===== src/rtl/rpn_stack_ctrl.sv =====
// RPN token controller driving an external push/pop stack; tracks depth and a sticky first error.
// Optional RPN_SAT_ARITH_EN: ADD saturates at 8'hFF and SUB floors at 8'h00 instead of wrapping.
module rpn_stack_ctrl #(
  parameter int DEPTH = 16,
  parameter int CNT_W = 5
) (
  input  logic             clk,
  input  logic             reset,
  input  logic             tok_valid,
  output logic             tok_ready,
  input  logic             tok_is_op,
  input  logic [7:0]       tok_data,
  output logic             stk_push,
  output logic             stk_pop,
  output logic [7:0]       stk_data_in,
  input  logic [7:0]       stk_data_out,
  output logic [7:0]       result,
  output logic             result_valid,
  output logic [CNT_W-1:0] depth,
  output logic             error,
  output logic [1:0]       error_code
);

  typedef enum logic [3:0] {
    IDLE, PUSH, POP_B, CAP_B, POP_A, CAP_A, WB, POP_O, CAP_O
  } state_t;

  localparam logic [1:0] E_UNDER = 2'b01, E_OVER = 2'b10, E_ILL = 2'b11;

  state_t     state, state_nx;
  logic [2:0] op;
  logic [7:0] b_reg;
  logic [7:0] data;
  logic       accept;
  logic       err_set;
  logic [1:0] err_val;

  function automatic logic [7:0] alu(input logic [2:0] f, input logic [7:0] a, input logic [7:0] b);
    logic [8:0] sum;
    logic [7:0] res;
    sum = {1'b0, a} + {1'b0, b};
    res = 8'h00;
    case (f)
`ifdef RPN_SAT_ARITH_EN
      3'b000:  res = sum[8] ? 8'hFF : sum[7:0];
      3'b001:  res = (b > a) ? 8'h00 : a - b;
`else
      3'b000:  res = sum[7:0];
      3'b001:  res = a - b;
`endif
      3'b010:  res = a & b;
      3'b011:  res = a | b;
      3'b100:  res = a ^ b;
      default: res = 8'h00;
    endcase
    return res;
  endfunction

  assign accept      = tok_valid && tok_ready;
  assign tok_ready   = (state == IDLE);
  assign stk_push    = (state == PUSH) || (state == WB);
  assign stk_pop     = (state == POP_B) || (state == POP_A) || (state == POP_O);
  assign stk_data_in = data;

  always_comb begin
    state_nx = state;
    err_set  = 1'b0;
    err_val  = 2'b00;
    case (state)
      IDLE: if (accept) begin
        if (!tok_is_op) begin
          if (depth == CNT_W'(DEPTH)) begin
            err_set = 1'b1;
            err_val = E_OVER;
          end else state_nx = PUSH;
        end else begin
          case (tok_data[2:0])
            3'b101: if (depth == '0) begin
              err_set = 1'b1;
              err_val = E_UNDER;
            end else state_nx = POP_O;
            3'b110, 3'b111: begin
              err_set = 1'b1;
              err_val = E_ILL;
            end
            default: if (depth < CNT_W'(2)) begin
              err_set = 1'b1;
              err_val = E_UNDER;
            end else state_nx = POP_B;
          endcase
        end
      end
      PUSH:    state_nx = IDLE;
      POP_B:   state_nx = CAP_B;
      CAP_B:   state_nx = POP_A;
      POP_A:   state_nx = CAP_A;
      CAP_A:   state_nx = WB;
      WB:      state_nx = IDLE;
      POP_O:   state_nx = CAP_O;
      CAP_O:   state_nx = IDLE;
      default: state_nx = IDLE;
    endcase
  end

  always_ff @(posedge clk or posedge reset) begin
    if (reset) begin
      state        <= IDLE;
      op           <= 3'b000;
      b_reg        <= 8'h00;
      data         <= 8'h00;
      result       <= 8'h00;
      result_valid <= 1'b0;
      depth        <= '0;
      error        <= 1'b0;
      error_code   <= 2'b00;
    end else begin
      state        <= state_nx;
      result_valid <= 1'b0;
      if (state == IDLE && accept) op <= tok_data[2:0];
      if (state_nx == PUSH) data <= tok_data;
      // Only the first error is recorded; later ones are ignored but processing continues.
      if (err_set && !error) begin
        error      <= 1'b1;
        error_code <= err_val;
      end
      case (state)
        PUSH, WB:            depth <= depth + CNT_W'(1);
        POP_B, POP_A, POP_O: depth <= depth - CNT_W'(1);
        CAP_B:               b_reg <= stk_data_out;
        CAP_A:               data  <= alu(op, stk_data_out, b_reg);
        CAP_O: begin
          result       <= stk_data_out;
          result_valid <= 1'b1;
        end
        default: ;
      endcase
    end
  end

endmodule


===== config.mk =====
export PLATFORM = sky130hd
export DESIGN_NAME = rpn_stack_ctrl
export DESIGN_NICKNAME = d
export VERILOG_FILES = /design/src/rtl/rpn_stack_ctrl.sv
export SDC_FILE = /design/constraint.sdc
export NUM_CORES = 1
export LEC_CHECK = 0
export BUFFER_PORTS_ARGS = -buffer_cell sky130_fd_sc_hd__clkbuf_2
export CAP_MARGIN = 20
export CORE_UTILIZATION = 51
export CTS_CLUSTER_DIAMETER = 30
export CTS_CLUSTER_SIZE = 16
export DETAILED_ROUTE_END_ITERATION = 12
export PLACE_DENSITY = 0.76
export SETUP_SLACK_MARGIN = 0.2
export SYNTH_ARGS = -nofsm -noshare
export SYNTH_HDL_FRONTEND = slang
export SYNTH_SLANG_ARGS = --single-unit

===== constraint.sdc =====
create_clock -name clk -period 2.9 [get_ports clk]
set_clock_uncertainty 0.2 [all_clocks]
set_input_delay 0.58 -clock clk [delete_from_list [all_inputs] [get_ports clk]]
set_output_delay 0.58 -clock clk [all_outputs]
set_load 0.02 [all_outputs]

== After elaboration in Yosys (flattened, before gate mapping) ==
Index checks and enable logic that the tools add are counted.
Storage, ports and cells
  register bits: 40
  input bits: 20
  output and inout bits: 28
Cells by class
  add/sub/neg operators: 4
  magnitude comparators: 1
  equality and inequality tests: 17
  muxes and demuxes: 26
  bitwise logic cells: 3
  reduce and logical (&&, ||, !) cells: 15
Operators by type and width (count)
  $pmux 8 s5: 1
  $pmux 4 s6: 1
  $mux 4: 5
  $eq 4x3->1 const B: 4
  $mux 8: 2
  $eq 3x3->1 const B: 4
  $pmux 5 s2: 1
  $mux 1: 9
  $add 8x8->8: 1
  $and 8x8->8: 1
  $eq 4x1->1 const B: 2
  $eq 4x2->1 const B: 2
  $mux 2: 4
  $or 8x8->8: 1
  $pmux 4 s2: 1
  $sub 8x8->8: 1
  $xor 8x8->8: 1
  $eq 3x2->1 const B: 2
  $add 5x1->5 const B: 1
  $eq 5x5->1 const B: 1
  $logic_not 5->1: 1
  $lt 5x2->1 const B: 1
  $sub 5x1->5 const B: 1
  $eq 4x4->1 const B: 1
  other kinds (11): 17

== Depth between registers and ports, before layout ==
  depth after elaboration: 9
  gate-level depth with buffers: 13
  mapped depth without buffers: 11

== Worst setup path after synthesis ==
OpenSTA, ideal clock, no wires.
  path kind: reg-to-reg
  from: register op[1]
  to: register data[5] (netlist: stk_data_in[5])
  arrival: 2413 ps
  setup slack: 150 ps
  cell stages (with the launch flop): 14
  buffers on the path: 2
  cells stage by stage: dfrtp_1 -> buf_2 -> nor2_4 -> and2_1 -> buf_2 -> mux2_2 -> inv_1 -> ha_1 -> nor2b_1 -> o21ai_0 -> o21ai_0 -> xor2_1 -> a211oi_1 -> a21oi_1
On the way
  longest elaborated chain between the ends: 3
  elaborated cells between the ends (all ways): 7
  classes of those cells: eq/ne: 4; mux: 2; reduce/logical: 1
RTL lines
  from (decl): RTL line 31  | logic [2:0] op;
  from (signal assigned): RTL line 119  | if (state == IDLE && accept) op <= tok_data[2:0];
  $eq 3x3->1 (tied with other cells): RTL line 43  | case (f)
  $pmux 8 s5 (*): RTL line 43
  $mux 8 (*): RTL line 126  | case (state)
  to (signal assigned): RTL line 120  | if (state_nx == PUSH) data <= tok_data;
  to (signal assigned): RTL line 130  | CAP_A: data <= alu(op, stk_data_out, b_reg);
  to (decl): RTL line 33  | logic [7:0] data;
Mark *: on every way between the ends. The rest lies on a longest branch, timed or not.
A chain may end at the register's enable or synchronous reset.

== Worst setup path after layout ==
  from: register b_reg[1]
  to: register data[4] (netlist: stk_data_in[4])
On the way
  longest elaborated chain between the ends: 3
  elaborated cells between the ends (all ways): 4
  classes of those cells: add/sub: 2; mux: 2
RTL lines
  from (decl): RTL line 32  | logic [7:0] b_reg;
  from (signal assigned): RTL line 129  | CAP_B: b_reg <= stk_data_out;
  $sub 8x8->8 / $add 8x8->8 (equally long branches): RTL line 49, 41
  $pmux 8 s5 (*): RTL line 43
  $mux 8 (*): RTL line 126
Marked as above.

==> summary.txt <==
Status
  – Result of the run: finished clean

Routing
  – Met2 routed wirelength: 2.86 mm
  – Iteration count of the initial detailed-routing pass: 4
  – DRT antenna net count: 0
  – Met1 routed wirelength after detailed routing: 3.10 mm
  – Iteration-0 DRC count of the detailed router: 99
  – Uppermost signal routing layer after detailed routing: met4
  – Detailed-route wire length: 6.36 mm
  – Via density: 5.55
  – Residual DRC count: 0
  – Total length of routed met3 wires: 320 um
  – DR vias: 2346
  – Final routed wire length divided by cell count: 15.0 um

Worst hold path
  – Type of the worst min-delay path: input pin to async pin

Power and ir drop
  – Net switching power figure: 1.95 mW
  – Switching share of total power: 0.456
  – Sequential power share: 0.246
  – Max IR drop VDD: 565 uV
  – Areal power density over the cells: 1300 mW/mm2
  – Part of the total power dissipated in combinational logic: 0.636
  – Static leakage: 1.54 nW
  – Int Power: 2.33 mW
  – Part of the total power dissipated in the clock network: 0.118

Worst setup path
  – Critical path startpoint category: register
  – Most Frequent Cell on Critical Path: sky130_fd_sc_hd__ha_1
  – Slowest cell on the critical path: sky130_fd_sc_hd__dfrtp_1
  – Worst Setup Path Type: register to register
  – Crit path largest cell delay: 400 ps
  – Crit path required time: 2870 ps
  – Crit-path leading delay family: simple AND/OR/NAND/NOR gates
  – Worst Path Buf+Inv: 1
  – Critical path, cell by cell: inv_1 > ha_1 > nor2_1 > xnor2_1 > ha_1 > nor2b_2 > o21a_1 > or3_1 > a311oi_1 > a21oi_1
  – Crit Path Max Fanout: 4
  – WP data arrival: 2610 ps
  – Worst Setup End Kind: register

Timing
  – Post-route minimum period: 2640 ps
  – Final count of hold timing violations: 0
  – Count of endpoints failing setup in the final report: 0
  – Unrepaired setup endpoints after global routing: true
  – Highest clock frequency the design can meet: 378 MHz
  – Total Neg Setup Slack: 0 ps
  – Actual slew at the worst max-slew pin: 645 ps
  – Slew margin rel.: 0.568
  – Final worst-path cycle share: 0.911
  – Number of pins exceeding their max-slew limit in the final report: 0

Floorplan
  – Top-level port count: 48
  – Die boundary height: 76.5 um
  – Initial Utilization: 0.540
  – Die area: 0.00585 mm2
  – Placement row count: 26
  – Core Box Area: 0.00524 mm2
  – Die Width: 76.5 um

Clocking
  – Worst-skew pair later-pin latency: 300 ps
  – Maximum number of buffers from clock root to sink: 2
  – Clock transition at path regs: 80 ps
  – Total of hold buffers inserted after clock tree synthesis: 0
  – Root cell of the clock tree: sky130_fd_sc_hd__clkbuf_8
  – H-tree depth: 2
  – Count of clock tree sinks: 40
  – Clock tree from TritonCTS: yes
  – TritonCTS buffer count: 5

Yosys
  – Synth unique cells: 50
  – Count of synthesis-stage warnings from yosys: 0
  – Most common flop cell mapped by yosys: sky130_fd_sc_hd__dfrtp_1
  – Number of enable flip-flop cells after synthesis: 0
  – Syn_nets: 347
  – Netlist area before placement: 0.00283 mm2
  – Mapped Avg Cell Area: 9.49 um2
  – Register area share after synthesis: 0.354
  – Cell count after synthesis: 298
  – Synthesis-stage register bit count: 40
  – Post-synth ARST share: 1.00

Place
  – Port Buffer Count: 47
  – Placed insts: 413
  – GPL Wtd Cong: 0.910
  – Final HPWL from detailed placement: 4.67 mm
  – Post-place instance area: 0.00315 mm2

Global routing
  – Number of global-route vias before repair: 2197
  – Total global-route track usage: 0.236
  – Initial antenna violation count: 0
  – Overall overflow remaining after global route: 0
  – Global-route wire length before repair: 10.9 mm
  – Maximum number of pins on one net before global-route repair: 41

Cells and area
  – Final cell count without fillers: 423
  – Final instance area: 0.00330 mm2
  – Diodes inserted: 0
  – Layout cells sized above 1: 0.263
  – Net count reported at finish: 401
  – Synth-to-layout area growth: 16.9%

Job
  – Max-cap violation count: 0
## power by group through the flow
stage               sequential [mW]  combinational (mW)  clock [mW]
floorplan                      1.18                1.86           0
global placement               1.05                2.54           0
detailed placement             1.06                2.61           0
CTS                            1.05                2.65       0.517
global route                   1.10                3.02       0.534
finish                         1.05                2.72       0.505
## cells by family (layout without fill, tap and decap cells)
group	count (synthesis)	count (layout)	share of synthesized area
flip-flops	40	40	0.354
XOR/XNOR	15	15	0.0465
buffers and inverters	33	88	0.0575
adder cells (fa/ha/maj)	29	29	0.134
multiplexers	21	21	0.0801
AND/OR/NAND/NOR	81	81	0.154
AO/OA/AOI/OAI	79	79	0.174
## layer usage
metal,global-route usage,vias up
met5,0,-
met4,0.0692,0
met3,0.0443,5
met2,0.386,58
met1,0.318,1119
li1,-,1164
## Yosys cell counts, drive strengths merged, types with 3 or more instances
cell type	count	area [um2]
a211oi	3	22.5
a21o	4	30.0
a21oi	12	60.1
a22oi	8	60.1
a31oi	5	31.3
and2	3	21.3
buf	9	72.6
clkbuf	4	15.0
dfrtp	40	1000
ha	27	338
inv	20	75.1
mux2	13	146
mux2i	8	80.1
nand2	29	109
nand2b	4	25.0
nand3	7	35.0
nand3b	3	22.5
nor2	15	63.8
nor2b	7	43.8
nor3	4	25.0
o21a	3	22.5
o21ai	25	125
o22ai	9	56.3
xnor2	13	114
## final timing paths
| path | startpoint | to | slack (ps) | depth (start not counted) |
|---|---|---|---|---|
| worst min register to register | result[3] | result[3] | 310 | 1 |
| min in group clk | result[3] | result[3] | 310 | 1 |
| worst min-delay path | reset | op[2] | 180 | 3 |
| worst max register to register | b_reg[1] | stk_data_in[4] | 260 | 10 |
| max in group asynchronous | reset | result[3] | 1970 | 3 |
| worst max-delay path | b_reg[1] | stk_data_in[4] | 260 | 10 |
## metrics by stage
stage / hold WS [ps] / setup WS [ps] / total power [mW] / util
after global placement: 289 / 319 / 3.59 / 0.601
after global routing: 255 / 124 / 4.65 / 0.631
after floorplan: 372 / 202 / 3.04 / -
after detailed placement: 296 / 269 / 3.67 / 0.601
after CTS: 197 / 216 / 4.22 / 0.625
final: 181 / 258 / 4.28 / 0.631
## cell usage in the layout (no fill, tap or decap), drive strengths merged, types with 2 or more instances in the layout
master / instances
clkbuf: 54
dfrtp: 40
nand2: 29
ha: 27
o21ai: 25
inv: 20
nor2: 15
xnor2: 13
buf: 13
mux2: 13
a21oi: 12
o22ai: 9
mux2i: 8
a22oi: 8
nand3: 7
nor2b: 7
a31oi: 5
a21o: 4
nor3: 4
nand2b: 4
o21a: 3
nand3b: 3
and2: 3
a211oi: 3
or2: 2
or3: 2
xor2: 2
o211ai: 2
nor4: 2
fa: 2
## worst register-to-register path, cell delays in order, from the launching register on
cell	delay, ps
sky130_fd_sc_hd__dfrtp_1	400
sky130_fd_sc_hd__inv_1	100
sky130_fd_sc_hd__ha_1	230
sky130_fd_sc_hd__nor2_1	140
sky130_fd_sc_hd__xnor2_1	130
sky130_fd_sc_hd__ha_1	280
sky130_fd_sc_hd__nor2b_2	180
sky130_fd_sc_hd__o21a_1	190
sky130_fd_sc_hd__or3_1	310
sky130_fd_sc_hd__a311oi_1	280
sky130_fd_sc_hd__a21oi_1	70
## layout make-up
cell class,count,area (um2)
inverter,20,75.1
tap,70,87.6
clock buffer,7,96.3
fill,436,1930
timing repair buffer,60,333
clock inverter,1,30.0
multi-input combinational,225,1680
sequential,40,1000
## what timing repair did
item,CTS,global route
resized for setup,0,6
endpoints found under the setup margin,0,7
buffers inserted,0,2
endpoints found under the hold margin,0,0
Power figures use the tool's default switching activity.
